===== src/rtl/lcd4_byte_driver.sv =====
// HD44780 4-bit-mode byte driver: power-up wait, fixed init sequence, nibble
// strobing and post-write busy delays behind a valid/ready byte interface.
module lcd4_byte_driver #(
    parameter int unsigned POWERUP_CYC    = 12000000,
    parameter int unsigned SETUP_CYC      = 2,
    parameter int unsigned EN_HIGH_CYC    = 800,
    parameter int unsigned HOLD_CYC       = 2,
    parameter int unsigned SHORT_WAIT_CYC = 2000,
    parameter int unsigned LONG_WAIT_CYC  = 60000
) (
    input  logic       clk,
    input  logic       rst_n,
    input  logic       in_valid,
    input  logic       in_rs,
    input  logic [7:0] in_byte,
    output logic       in_ready,
    output logic       init_done,
    output logic       lcd_rs,
    output logic       lcd_en,
    output logic [3:0] lcd_d
);
    function automatic int unsigned umax(input int unsigned a, input int unsigned b);
        return (a > b) ? a : b;
    endfunction

    localparam int unsigned MAXC = umax(umax(umax(POWERUP_CYC, SETUP_CYC), umax(EN_HIGH_CYC, HOLD_CYC)),
                                        umax(SHORT_WAIT_CYC, LONG_WAIT_CYC));
    localparam int unsigned CW0  = $clog2(MAXC + 1);
    localparam int unsigned CW   = (CW0 > 24) ? CW0 : 24;

    localparam logic [CW-1:0] PWR_LAST   = CW'(POWERUP_CYC - 1);
    localparam logic [CW-1:0] SETUP_LAST = CW'(SETUP_CYC - 1);
    localparam logic [CW-1:0] EN_LAST    = CW'(EN_HIGH_CYC - 1);
    localparam logic [CW-1:0] HOLD_LAST  = CW'(HOLD_CYC - 1);
    localparam logic [CW-1:0] SHORT_LAST = CW'(SHORT_WAIT_CYC - 1);
    localparam logic [CW-1:0] LONG_LAST  = CW'(LONG_WAIT_CYC - 1);

    typedef enum logic [2:0] {PWR_WAIT, SETUP, EN_HI, HOLD, BUSY, IDLE} state_t;

    // Init steps 0..3 are single nibbles (kept in the high half), 4..7 full bytes.
    function automatic logic [7:0] init_byte(input logic [2:0] s);
        case (s)
            3'd0, 3'd1, 3'd2: return 8'h30;
            3'd3:             return 8'h20;
            3'd4:             return 8'h28;
            3'd5:             return 8'h0C;
            3'd6:             return 8'h06;
            default:          return 8'h01;
        endcase
    endfunction

    state_t        state_q, state_d;
    logic [CW-1:0] cnt_q, cnt_d;
    logic [2:0]    step_q, step_d;
    logic [7:0]    byte_q, byte_d;
    logic          rs_q, rs_d;
    logic          hi_q, hi_d;
    logic          single_q, single_d;
    logic          long_q, long_d;
    logic          done_q, done_d;
    logic          ready_q, ready_d;
    logic          lcd_rs_q, lcd_rs_d;
    logic          lcd_en_q, lcd_en_d;
    logic [3:0]    lcd_d_q, lcd_d_d;
    logic          ld_init;

    always_ff @(posedge clk or negedge rst_n) begin
        if (!rst_n) begin
            state_q  <= PWR_WAIT;
            cnt_q    <= '0;
            step_q   <= '0;
            byte_q   <= '0;
            rs_q     <= 1'b0;
            hi_q     <= 1'b0;
            single_q <= 1'b0;
            long_q   <= 1'b0;
            done_q   <= 1'b0;
            ready_q  <= 1'b0;
            lcd_rs_q <= 1'b0;
            lcd_en_q <= 1'b0;
            lcd_d_q  <= '0;
        end else begin
            state_q  <= state_d;
            cnt_q    <= cnt_d;
            step_q   <= step_d;
            byte_q   <= byte_d;
            rs_q     <= rs_d;
            hi_q     <= hi_d;
            single_q <= single_d;
            long_q   <= long_d;
            done_q   <= done_d;
            ready_q  <= ready_d;
            lcd_rs_q <= lcd_rs_d;
            lcd_en_q <= lcd_en_d;
            lcd_d_q  <= lcd_d_d;
        end
    end

    always_comb begin
        state_d  = state_q;
        cnt_d    = cnt_q + 1'b1;
        step_d   = step_q;
        byte_d   = byte_q;
        rs_d     = rs_q;
        hi_d     = hi_q;
        single_d = single_q;
        long_d   = long_q;
        done_d   = done_q;
        lcd_rs_d = lcd_rs_q;
        lcd_d_d  = lcd_d_q;
        ld_init  = 1'b0;

        case (state_q)
            PWR_WAIT: if (cnt_q == PWR_LAST) ld_init = 1'b1;
            SETUP: if (cnt_q == SETUP_LAST) begin
                state_d = EN_HI;
                cnt_d   = '0;
            end
            EN_HI: if (cnt_q == EN_LAST) begin
                state_d = HOLD;
                cnt_d   = '0;
            end
            HOLD: if (cnt_q == HOLD_LAST) begin
                cnt_d = '0;
                if (hi_q && !single_q) begin
                    state_d = SETUP;
                    hi_d    = 1'b0;
                    lcd_d_d = byte_q[3:0];
                end else begin
                    state_d = BUSY;
                    long_d  = single_q || (!rs_q && byte_q <= 8'h03);
                end
            end
            BUSY: if (cnt_q == (long_q ? LONG_LAST : SHORT_LAST)) begin
                cnt_d = '0;
                if (done_q) begin
                    state_d = IDLE;
                end else if (step_q == 3'd7) begin
                    state_d = IDLE;
                    done_d  = 1'b1;
                end else begin
                    step_d  = step_q + 3'd1;
                    ld_init = 1'b1;
                end
            end
            IDLE: begin
                cnt_d = '0;
                if (in_valid && ready_q) begin
                    state_d  = SETUP;
                    byte_d   = in_byte;
                    rs_d     = in_rs;
                    single_d = 1'b0;
                    hi_d     = 1'b1;
                    lcd_rs_d = in_rs;
                    lcd_d_d  = in_byte[7:4];
                end
            end
            default: begin
                state_d = PWR_WAIT;
                cnt_d   = '0;
            end
        endcase

        if (ld_init) begin
            state_d  = SETUP;
            cnt_d    = '0;
            byte_d   = init_byte(step_d);
            single_d = (step_d < 3'd4);
            rs_d     = 1'b0;
            hi_d     = 1'b1;
            lcd_rs_d = 1'b0;
            lcd_d_d  = byte_d[7:4];
        end

        lcd_en_d = (state_d == EN_HI);
        ready_d  = (state_d == IDLE) && done_d;
    end

    assign in_ready  = ready_q;
    assign init_done = done_q;
    assign lcd_rs    = lcd_rs_q;
    assign lcd_en    = lcd_en_q;
    assign lcd_d     = lcd_d_q;
endmodule

===== config.mk =====
export PLATFORM = sky130hd
export DESIGN_NAME = lcd4_byte_driver
export DESIGN_NICKNAME = d
export VERILOG_FILES = /design/src/rtl/lcd4_byte_driver.sv
export SDC_FILE = /design/constraint.sdc
export NUM_CORES = 1
export LEC_CHECK = 0
export BUFFER_PORTS_ARGS = -buffer_cell sky130_fd_sc_hd__buf_2
export CORE_ASPECT_RATIO = 2
export CORE_UTILIZATION = 45
export CTS_CLUSTER_DIAMETER = 120
export DETAILED_ROUTE_END_ITERATION = 7
export GPL_TIMING_DRIVEN = 0
export PLACE_DENSITY_LB_ADDON = 0.3
export SETUP_SLACK_MARGIN = 0.3
export SLEW_MARGIN = 20
export SYNTH_ARGS = -nofsm -noshare
export SYNTH_HDL_FRONTEND = slang
export SYNTH_SLANG_ARGS = --single-unit

===== constraint.sdc =====
create_clock -name clk -period 7.5 [get_ports clk]
set_clock_uncertainty 0.1 [all_clocks]
set_input_delay 2.25 -clock clk [delete_from_list [all_inputs] [get_ports clk]]
set_output_delay 2.25 -clock clk [all_outputs]
set_load 0.01 [all_outputs]

==> qor.yml <==
ios: 20
syn-num-nets: 305
wl_um: 6370
tritoncts: "yes"
crit_required_ns: 7.56
final_nets: 331
ys.flop_type: "dfrtp_1"
worst_pin_slew_ns: 0.851
clock-sinks: 49
netlist_instances: 290
synth-seq-cells: 49
clock_latency_ns: 0.29
synth_edf_count: 0
period_minus_slack_ns: 3.76
hold_depth: 2
antenna_cells: 0
slew_violations: 0
critPathKind: "input pin to flop"
powerDensity_nw_per_um2: 166
mostFrequentLayoutCells: "dfrtp_1 (49), nand2_1 (38), nor2_1 (38), buf_2 (21), xnor2_1 (16)"
design_area_um2: 3060
maxCapViolCount: 0
tns_ns: 0
final_util: 0.531
drt_iter0_drc: 76
grt_pass1_vias: 2436
violations: "DRC"
clk_root_buffer_cell: "clkbuf_16"
grt_max_degree: 50
cts_resized: 0
crit_path_end_kind: "flop"
dr.pass1.iters: 6
clk_pin_slew_ns: 0.06
grt_pass1_wl_um: 11300
period_share: 0.502
rows: 39
cp.arrival_ns: 3.82
synth.distinct_cells: 55
final_hold_viol_count: 0
yosys_warnings: 0
setup_viol: 0
yosysSeqAreaShare: 0.450
area_growth_pct: 12.2
fin_cells: 378
holdBufCountCts: 0
placed_area_um2: 2900
worstRegToRegCells: 8
timing.fmax_mhz: 266
numCtsBuffers: 5
min_path_type: "flop to flop"
leakagePower_nw: 1.37
postRouteAntennaNets: 0
place_congestion: 0.877
crit_fanout: 9
wl_per_cell_um: 16.9
fillers: 540
die_area_um2: 6400
path_common_cell: "buf_2"
die_x_um: 57.1
clock_path_buffers: 2
status: "finished, violations left"
die_h_um: 112
synth.avg_cell_area_um2: 9.41
cts.htree.levels: 2
grt_antenna_before_repair: 0
critPathMaxStageDelay_ns: 0.57
pre_cts_ws_ns: 3.44
irDropWorstVdd_v: 0.0000913
max_slew_margin: 0.427
drive_gt1_frac: 0.151
rsz0062_at_grt: "no"
start_util: 0.474
crit_family: "compound AO/OA/AOI/OAI gates"
post_cts_buffers: 0
async_reset_ff_frac: 1.00
num_vias: 2220
start_kind: "input pin"
portBuffers: 19
route.detailed.drc: 6
critPathSlowestCell: "o32ai_2"
dp.cells: 370
synth_area_um2: 2730
crit_buf_inv: 2
final_common_cell: "dfrtp_1"
hpwl_um: 4850
grtUsageTotal: 0.229
setup_ws_ns: 3.74
overflow: 0
cp.depth: 7
coreArea_um2: 5760
worstPathCellList: "buf_2, and3_1, buf_2, mux2_2, o32ai_2, a31o_2, o21ai_0"
viasPerCell: 5.87
[report_power, final]
part	switching (mW)	total, mW	internal, mW
logic	0.00611	0.00838	0.00227
clock network	0.0955	0.237	0.141
registers	0	0.264	0.264
[layer usage]
metal  track usage  part of all wire  vias to the layer above  wire length [um]
met2         0.429              0.56                       48              3590
met1         0.226              0.36                     1076              2290
met3        0.0334             0.023                       22               148
li1              -                 -                     1074                 -
met5             0                 0                        -                 0
met4         0.140             0.053                        0               336
[worst register-to-register path, stage by stage (launching register included)]
cell	delay, ns
dfrtp_1	0.36
clkbuf_1	0.22
or4_1	0.47
nor3_1	0.16
nor3b_2	0.41
or2_1	0.20
clkbuf_1	0.41
o211ai_1	0.16
and3_1	0.19
[cell usage after synthesis, drive strengths merged (3+ instances only)]
cell type / number / share of area
nand4: 5 / 0.011
clkbuf: 6 / 0.0083
and2: 3 / 0.0078
a21oi: 8 / 0.015
nor2b: 3 / 0.0069
dfrtp: 49 / 0.45
ha: 3 / 0.014
mux2i: 6 / 0.022
or2: 3 / 0.0069
a31oi: 5 / 0.011
or4: 5 / 0.017
xnor2: 16 / 0.051
xor2: 8 / 0.026
nand2: 38 / 0.052
nor4: 9 / 0.032
and3: 5 / 0.011
nor3: 12 / 0.024
nand3: 14 / 0.026
inv: 8 / 0.011
o31ai: 4 / 0.011
o21ai: 4 / 0.0073
o211ai: 3 / 0.010
nor2: 38 / 0.052
buf: 7 / 0.018
[layout make-up]
| cell class | count | area (um2) | share of cell area |
|---|---|---|---|
| plain buffers | 13 | 71.3 | 0.0233 |
| clock buffers | 7 | 153 | 0.0499 |
| clock inverters | 1 | 5.00 | 0.00164 |
| inverters | 8 | 30.0 | 0.00982 |
| multi-input cells | 220 | 1400 | 0.458 |
| flip-flops and latches | 49 | 1230 | 0.401 |
| well taps | 61 | 76.3 | 0.0249 |
| repair buffers | 19 | 97.6 | 0.0319 |
[sequential cells by signal, indices dropped and copies added, names as in the netlist]
register	count
byte_q	8
cnt_q	24
hi_q	1
in_ready	1
init_done	1
lcd_d	4
lcd_en	1
lcd_rs	1
long_q	1
single_q	1
state_q	3
step_q	3
[logic make-up after synthesis]
logic type	count (synthesis)	share of synthesized area
AO/OA/AOI/OAI	34	0.0950
XOR/XNOR	24	0.0771
adder cells (fa/ha/maj)	3	0.0138
buffers and inverters	21	0.0372
flip-flops	49	0.450
multiplexers	8	0.0303
AND/OR/NAND/NOR	151	0.297
[path summary, 6_finish.rpt]
check,from,end,slack (ns)
max reg2reg,state_q[0]$_DFF_PN0_,byte_q[2]$_DFFE_PN0P_,4.71
min,lcd_d[0]$_DFFE_PN0P_,lcd_d[0]$_DFFE_PN0P_,0.38
max,in_valid,lcd_d[1]$_DFFE_PN0P_,3.74
min in group asynchronous,rst_n,cnt_q[3]$_DFF_PN0_,1.88
max in group asynchronous,rst_n,cnt_q[5]$_DFF_PN0_,5.01
min reg2reg,lcd_d[0]$_DFFE_PN0P_,lcd_d[0]$_DFFE_PN0P_,0.38
[stage by stage]
stage / hold WS (ns) / power (mW)
2_1_floorplan: 0.358 / 0.269
3_3_place_gp: 0.354 / 0.278
3_5_place_dp: 0.377 / 0.278
4_1_cts: 0.392 / 0.513
5_1_grt: 0.422 / 0.524
6_report: 0.381 / 0.509
Power figures use the tool's default switching activity.
